`src/rtl/mst_fifo_pkg.sv`:
```
// Shared constants and helpers for the master FIFO traffic/error monitor.
package mst_fifo_pkg;

  localparam int MST_CH_NUM = 4;
  localparam int EV_CH_W    = 2;

  // rd_sel[2] picks TX vs RX bank, rd_sel[1:0] the channel
  localparam int         RD_SEL_TX_BIT = 2;
  localparam logic [2:0] RD_SEL_RX0    = 3'd0;
  localparam logic [2:0] RD_SEL_TX0    = 3'd4;

  typedef logic [MST_CH_NUM-1:0] ch_vec_t;

  function automatic ch_vec_t lowest_one(input ch_vec_t v);
    return v & (~v + ch_vec_t'(1));
  endfunction

  function automatic logic [EV_CH_W-1:0] ch_idx(input ch_vec_t onehot);
    logic [EV_CH_W-1:0] idx;
    idx = '0;
    for (int i = 0; i < MST_CH_NUM; i++) begin
      if (onehot[i]) idx = EV_CH_W'(i);
    end
    return idx;
  endfunction

endpackage

```
`src/rtl/mst_mon_evq.sv`:
```
// Small first-word-fall-through synchronous FIFO holding monitor events.
module mst_mon_evq #(
  parameter int DW = 18,
  parameter int AW = 3
) (
  input  logic          clk,
  input  logic          rst_n,
  input  logic          clr,
  input  logic          push,
  input  logic [DW-1:0] din,
  input  logic          pop,
  output logic          full,
  output logic          empty,
  output logic [DW-1:0] dout
);

  localparam int DEPTH = 1 << AW;

  logic [DW-1:0] mem [DEPTH];
  logic [AW-1:0] wr_ptr_q, wr_ptr_d;
  logic [AW-1:0] rd_ptr_q, rd_ptr_d;
  logic [AW:0]   cnt_q, cnt_d;
  logic          do_push, do_pop;

  assign empty   = (cnt_q == '0);
  assign full    = cnt_q[AW];
  assign do_pop  = pop & ~empty;
  // a pop frees the slot the same cycle, so push-on-full is legal alongside it
  assign do_push = push & (~full | do_pop);

  always_comb begin
    wr_ptr_d = wr_ptr_q;
    rd_ptr_d = rd_ptr_q;
    cnt_d    = cnt_q;
    if (clr) begin
      wr_ptr_d = '0;
      rd_ptr_d = '0;
      cnt_d    = '0;
    end else begin
      if (do_push) wr_ptr_d = wr_ptr_q + 1'b1;
      if (do_pop)  rd_ptr_d = rd_ptr_q + 1'b1;
      case ({do_push, do_pop})
        2'b10:   cnt_d = cnt_q + 1'b1;
        2'b01:   cnt_d = cnt_q - 1'b1;
        default: cnt_d = cnt_q;
      endcase
    end
  end

  always_ff @(posedge clk or negedge rst_n) begin
    if (!rst_n) begin
      wr_ptr_q <= '0;
      rd_ptr_q <= '0;
      cnt_q    <= '0;
    end else begin
      wr_ptr_q <= wr_ptr_d;
      rd_ptr_q <= rd_ptr_d;
      cnt_q    <= cnt_d;
    end
  end

  always_ff @(posedge clk) begin
    if (do_push && !clr) mem[wr_ptr_q] <= din;
  end

  assign dout = empty ? '0 : mem[rd_ptr_q];

endmodule

```
`src/rtl/mst_fifo_mon.sv`:
```
// Per-channel RX/TX word counters, seq_err edge event queue and stretched error LEDs.
module mst_fifo_mon
  import mst_fifo_pkg::*;
#(
  parameter int CNT_W    = 32,
  parameter int TS_W     = 16,
  parameter int EVQ_AW   = 3,
  parameter int LED_HOLD = 1000000
) (
  input  logic                    clk,
  input  logic                    rst_n,
  input  logic                    clr,
  input  logic                    mltcn,
  input  logic [MST_CH_NUM-1:0]   rx_vld,
  input  logic [MST_CH_NUM-1:0]   tx_ack,
  input  logic [MST_CH_NUM-1:0]   seq_err,
  input  logic [2:0]              rd_sel,
  output logic [CNT_W-1:0]        rd_cnt,
  output logic [MST_CH_NUM-1:0]   err_led,
  input  logic                    evq_pop,
  output logic                    evq_vld,
  output logic [EV_CH_W+TS_W-1:0] evq_dat,
  output logic                    evq_ovf
);

  localparam int EV_W  = EV_CH_W + TS_W;
  localparam int LED_W = $clog2(LED_HOLD + 1);

  ch_vec_t ch_mask, rx_m, tx_m, seq_m, edge_v, push_oh;
  ch_vec_t seq_dly_q, seq_dly_d, pend_q, pend_d, err_led_q, err_led_d;

  logic [CNT_W-1:0] rx_cnt_q [MST_CH_NUM];
  logic [CNT_W-1:0] rx_cnt_d [MST_CH_NUM];
  logic [CNT_W-1:0] tx_cnt_q [MST_CH_NUM];
  logic [CNT_W-1:0] tx_cnt_d [MST_CH_NUM];
  logic [TS_W-1:0]  cap_ts_q [MST_CH_NUM];
  logic [TS_W-1:0]  cap_ts_d [MST_CH_NUM];
  logic [LED_W-1:0] led_cnt_q [MST_CH_NUM];
  logic [LED_W-1:0] led_cnt_d [MST_CH_NUM];

  logic [CNT_W-1:0]   rd_cnt_q, rd_cnt_d;
  logic [TS_W-1:0]    ts_q, ts_d;
  logic               evq_ovf_q, evq_ovf_d, ovf_set;
  logic               evq_full, evq_empty;
  logic [EV_CH_W-1:0] push_ch;
  logic [EV_W-1:0]    evq_din;

  // 245 mode only has lane 0; upper lanes must not leak into any state
  assign ch_mask = mltcn ? '1 : ch_vec_t'(1);
  assign rx_m    = rx_vld  & ch_mask;
  assign tx_m    = tx_ack  & ch_mask;
  assign seq_m   = seq_err & ch_mask;
  assign edge_v  = seq_m & ~seq_dly_q;

  assign seq_dly_d = seq_m;
  assign ts_d      = ts_q + 1'b1;
  assign rd_cnt_d  = rd_sel[RD_SEL_TX_BIT] ? tx_cnt_q[rd_sel[1:0]] : rx_cnt_q[rd_sel[1:0]];

  always_comb begin
    for (int i = 0; i < MST_CH_NUM; i++) begin
      rx_cnt_d[i] = rx_cnt_q[i];
      tx_cnt_d[i] = tx_cnt_q[i];
      if (clr) begin
        rx_cnt_d[i] = '0;
        tx_cnt_d[i] = '0;
      end else begin
        if (rx_m[i] && (rx_cnt_q[i] != '1)) rx_cnt_d[i] = rx_cnt_q[i] + 1'b1;
        if (tx_m[i] && (tx_cnt_q[i] != '1)) tx_cnt_d[i] = tx_cnt_q[i] + 1'b1;
      end
    end
  end

  // one push per cycle, lowest pending channel first; a pop makes room in a full queue
  assign push_oh = (!evq_full || evq_pop) ? lowest_one(pend_q) : '0;
  assign push_ch = ch_idx(push_oh);
  assign evq_din = {push_ch, cap_ts_q[push_ch]};

  always_comb begin
    pend_d  = pend_q;
    ovf_set = 1'b0;
    for (int i = 0; i < MST_CH_NUM; i++) begin
      cap_ts_d[i] = cap_ts_q[i];
      if (push_oh[i]) pend_d[i] = 1'b0;
      if (edge_v[i]) begin
        if (pend_q[i] && !push_oh[i]) begin
          ovf_set = 1'b1;
        end else begin
          pend_d[i]   = 1'b1;
          cap_ts_d[i] = ts_q;
        end
      end
    end
    if (clr) pend_d = '0;
    evq_ovf_d = clr ? 1'b0 : (evq_ovf_q | ovf_set);
  end

  always_comb begin
    for (int i = 0; i < MST_CH_NUM; i++) begin
      if (edge_v[i])                led_cnt_d[i] = LED_W'(LED_HOLD);
      else if (led_cnt_q[i] != '0)  led_cnt_d[i] = led_cnt_q[i] - 1'b1;
      else                          led_cnt_d[i] = '0;
      err_led_d[i] = (led_cnt_d[i] != '0);
    end
  end

  always_ff @(posedge clk or negedge rst_n) begin
    if (!rst_n) begin
      for (int i = 0; i < MST_CH_NUM; i++) begin
        rx_cnt_q[i]  <= '0;
        tx_cnt_q[i]  <= '0;
        cap_ts_q[i]  <= '0;
        led_cnt_q[i] <= '0;
      end
      rd_cnt_q  <= '0;
      ts_q      <= '0;
      seq_dly_q <= '0;
      pend_q    <= '0;
      evq_ovf_q <= 1'b0;
      err_led_q <= '0;
    end else begin
      for (int i = 0; i < MST_CH_NUM; i++) begin
        rx_cnt_q[i]  <= rx_cnt_d[i];
        tx_cnt_q[i]  <= tx_cnt_d[i];
        cap_ts_q[i]  <= cap_ts_d[i];
        led_cnt_q[i] <= led_cnt_d[i];
      end
      rd_cnt_q  <= rd_cnt_d;
      ts_q      <= ts_d;
      seq_dly_q <= seq_dly_d;
      pend_q    <= pend_d;
      evq_ovf_q <= evq_ovf_d;
      err_led_q <= err_led_d;
    end
  end

  mst_mon_evq #(
    .DW (EV_W),
    .AW (EVQ_AW)
  ) u_evq (
    .clk   (clk),
    .rst_n (rst_n),
    .clr   (clr),
    .push  (|push_oh),
    .din   (evq_din),
    .pop   (evq_pop),
    .full  (evq_full),
    .empty (evq_empty),
    .dout  (evq_dat)
  );

  assign evq_vld = ~evq_empty;
  assign evq_ovf = evq_ovf_q;
  assign rd_cnt  = rd_cnt_q;
  assign err_led = err_led_q;

endmodule
```
`config.mk`:
```
export PLATFORM = sky130hd
export DESIGN_NAME = mst_fifo_mon
export DESIGN_NICKNAME = d
export VERILOG_FILES = /design/src/rtl/mst_fifo_pkg.sv /design/src/rtl/mst_mon_evq.sv /design/src/rtl/mst_fifo_mon.sv
export SDC_FILE = /design/constraint.sdc
export NUM_CORES = 1
export LEC_CHECK = 0
export BUFFER_PORTS_ARGS = -buffer_cell sky130_fd_sc_hd__buf_2
export CORE_ASPECT_RATIO = 0.75
export CORE_MARGIN = 1.5
export CORE_UTILIZATION = 45
export DETAILED_ROUTE_END_ITERATION = 8
export HOLD_SLACK_MARGIN = 0.15
export SYNTH_ARGS = -nofsm -noshare
export SYNTH_HDL_FRONTEND = slang
export SYNTH_SLANG_ARGS = --single-unit
export TNS_END_PERCENT = 1
```
`constraint.sdc`:
```
create_clock -name clk -period 5.94 [get_ports clk]
set_input_delay 0.594 -clock clk [delete_from_list [all_inputs] [get_ports clk]]
set_output_delay 0.594 -clock clk [all_outputs]
set_load 0.01 [all_outputs]
```
==> run summary <==
Syn Inst Count: 2719
Multi-input logic area: 13760 µm²
Area Overhead vs Synth: 11.65%
Fill count: 5849
CP Max Fanout: 40
R2R depth: 7
Row count: 82
Asr flop ratio synth: 0.7659
Die X: 303.5 µm
CTS tree: built
Fin nets: 2805
Minimum clock period: 3508 ps
Max Root-Sink Buffers: 3
First-pass GRT wire length: 122.2 mm
CP required: 6240 ps
Critical Path AT: 3810 ps
FF-to-FF Start: u_evq.cnt_q[3]
Register bit total from synthesis: 615
Ant. Diodes: 0
Clk_skew: 35.58 ps
Startpoint Class: register
Synthesized area per cell: 11.21 µm²
Maxcap violations: 0
Max VDD drop: 195.4 µV
Num CTS Buffers: 67
DRC Markers: 0
Status: finished clean
Final worst-path cycle share: 0.5906
Core ar.: 66890 µm²
WS Path Type: reg2reg
Mapped Nets: 2756
TNS Setup: 0 ps
Clk root buf: clkbuf_16
Final Setup Violations: 0
Drt first pass iters: 5
Clk sinks: 615
Final worst slack: 2432 ps
WHS: 215.9 ps
Pwr Total: 10.35 mW
Gate power share: 0.138
Slew Viols, Final: 0
PwrDens: 304.0 nW/µm²
Initial antenna violation count: 0
Critical path endpoint category: register
Yosys warning total: 0
Register area: 16110 µm²
Layout cells sized above 1: 0.1553
Int Pwr: 7.437 mW
Total Wirelength: 76.94 mm
FF-to-FF setup slack: 2430 ps
Number of global-route vias before repair: 21090
Critical Path Start: u_evq.cnt_q[3]
EDFF count, synth: 144
Worst slew margin: 0.2367
Wire length per cell: 20.78 µm
RD Place Congestion: 0.8642
P_leak: 13.33 nW
RSZ-0062 raised after global routing: false
Final Hold Vio Count: 0
Top_reg_cell synth: dfrtp_1
Clock share of power: 0.402
Routed vias/inst: 5.858
Most frequent cells in the layout: dfrtp_1, nor2_1, nand2_1, xnor2_1, edfxtp_1
H-tree levels: 3
GRT Util Overall: 0.2263
Later-pin clock latency in the skew report: 640 ps
Post-Syn Area: 30480 µm²
I/O pins: 76
Worst slack at placement: 2159 ps
Sequential power share: 0.460
HP Class: in2reg
Leading cell type in the layout, fill and taps excluded: dfrtp_1
Switching power: 2.910 mW
Chip height: 228.4 µm
Initial core utilization: 0.4556
Worst-path clk slew: 60 ps
Worst setup path endpoint: u_evq.mem[3][0]
Post-CTS sizing: 0
Actual slew at the worst max-slew pin: 1136 ps
Register area share after synthesis: 0.5286
Number of buffers added on ports: 75
Hpwl dp: 52.06 mm
Via count: 21691
R2r endpoint: u_evq.mem[3][0]
Initial DRC count: 1700
DRT antenna net count: 0
Largest net degree at the start of global routing: 136
Net Sw Frac: 0.2812
Synth cell types: 74
Die ar.: 69320 µm²
Fmax: 285.1 MHz
GRT overflow: 0
==> cell families (layout without fill, tap and decap cells) <==
| family | Yosys count | count (layout) | share of synthesized area |
|---|---|---|---|
| AO/OA/AOI/OAI | 268 | 268 | 0.05476 |
| multiplexers | 221 | 221 | 0.1174 |
| flip-flops | 615 | 615 | 0.5286 |
| buffers and inverters | 167 | 269 | 0.02131 |
| AND/OR/NAND/NOR | 1159 | 1159 | 0.1929 |
| adder cells (fa/ha/maj) | 17 | 17 | 0.006979 |
| XOR/XNOR | 272 | 272 | 0.07816 |
==> stage by stage <==
step	std cells	utilization	instance area [µm²]
2_1_floorplan	2719	-	30480
3_3_place_gp	3579	0.4750	31780
3_5_place_dp	3579	0.4750	31780
4_1_cts	3703	0.5087	34030
5_1_grt	3703	0.5087	34030
6_report	3703	0.5087	34030
==> layout make-up <==
class,count,share of cell area
sequential,615,0.4734
multi-input combinational,1937,0.4043
clock buffer,89,0.05463
tap,882,0.03243
timing repair buffer,105,0.01952
clock inverter,33,0.01107
inverter,42,0.004633
==> power groups by stage <==
stage               combinational, mW  clock (mW)  sequential (mW)
floorplan                        1.07           0             4.75
global placement                 1.41           0             4.83
detailed placement               1.45           0             4.84
CTS                              1.45        4.26             4.76
global route                     1.60        4.44             4.79
finish                           1.43        4.16             4.76
==> how the worst min path moves through the flow <==
stage	cells past startpoint	start	end	slack [ps]
after global placement	2	cap_ts_q[0]	cap_ts_q[0]	460
after detailed placement	2	cap_ts_q[0]	cap_ts_q[0]	470
final	2	seq_err[3]	seq_dly_q[3]	220
after floorplan	0	rst_n	cap_ts_q[0]	300
after global routing	2	seq_err[3]	seq_dly_q[3]	210
after CTS	2	seq_err[3]	seq_dly_q[3]	190
==> sequential cells by signal, summed over array words and instances, names as in the netlist, 3 cells and up <==
| register | count |
|---|---|
| cap_ts_q | 64 |
| u_evq.mem | 144 |
| rd_cnt | 32 |
| pend_q | 4 |
| seq_dly_q | 4 |
| err_led | 4 |
| u_evq.rd_ptr_q | 3 |
| ts_q | 16 |
| rx_cnt_q | 128 |
| u_evq.cnt_q | 4 |
| led_cnt_q | 80 |
| tx_cnt_q | 128 |
| u_evq.wr_ptr_q | 3 |
==> routing by layer <==
| metal | up-vias | part of all wire | GRT usage |
|---|---|---|---|
| li1 | 10007 | - | - |
| met1 | 10972 | 0.47 | 0.3341 |
| met2 | 588 | 0.44 | 0.3295 |
| met3 | 124 | 0.068 | 0.05513 |
| met4 | 0 | 0.027 | 0.06637 |
| met5 | - | 0 | 0 |
==> worst max-delay path: stages (launching register included) <==
cell	delay, ps
dfrtp_1	430
nor2b_1	700
or3_1	240
or2_2	610
inv_2	500
and2_1	300
a211oi_1	220
a31oi_1	160
==> synthesized netlist by cell type, types with 3 or more instances <==
| cell type | number | area [µm²] |
|---|---|---|
| nand4b_1 | 7 | 61.31 |
| ha_1 | 17 | 212.7 |
| o211ai_1 | 4 | 30.03 |
| nand2_1 | 195 | 732.0 |
| nor4_1 | 40 | 250.2 |
| nor3b_1 | 11 | 82.58 |
| xnor2_1 | 147 | 1287 |
| o31ai_1 | 14 | 105.1 |
| and2_1 | 39 | 244.0 |
| nand2b_1 | 7 | 43.79 |
| a2111oi_0 | 3 | 26.28 |
| nor3_1 | 87 | 435.4 |
| and4_1 | 34 | 297.8 |
| a211oi_1 | 30 | 225.2 |
| nand3_1 | 126 | 630.6 |
| or2_2 | 7 | 43.79 |
| nor4b_1 | 12 | 105.1 |
| dfrtp_1 | 471 | 11790 |
| mux2i_1 | 30 | 300.3 |
| xor2_1 | 125 | 1095 |
| mux2_2 | 91 | 1025 |
| o2111ai_1 | 3 | 26.28 |
| clkbuf_1 | 97 | 364.1 |
| edfxtp_1 | 144 | 4324 |
| inv_1 | 40 | 150.1 |
| nand3b_1 | 7 | 52.55 |
| o21ai_0 | 76 | 380.4 |
| a311oi_1 | 5 | 43.79 |
| a21oi_1 | 71 | 355.3 |
| nor2b_1 | 18 | 112.6 |
| buf_2 | 12 | 60.06 |
| or3_1 | 53 | 331.6 |
| nand4_1 | 78 | 488.0 |
| a31o_2 | 5 | 43.79 |
| mux4_2 | 100 | 2252 |
| o41ai_1 | 3 | 26.28 |
| nor2_1 | 351 | 1318 |
| and3_1 | 55 | 344.1 |
| and3b_1 | 6 | 52.55 |
| a31oi_1 | 27 | 168.9 |
| or4_1 | 14 | 105.1 |
| buf_1 | 15 | 56.30 |
| a21o_1 | 4 | 30.03 |
==> timing repair <==
item | in CTS | in global routing
hold buffers | 2 | 0
buffers inserted | 0 | 0
endpoints found under the hold margin | 98 | 0
Note: power is estimated with default switching activity, not from simulation.
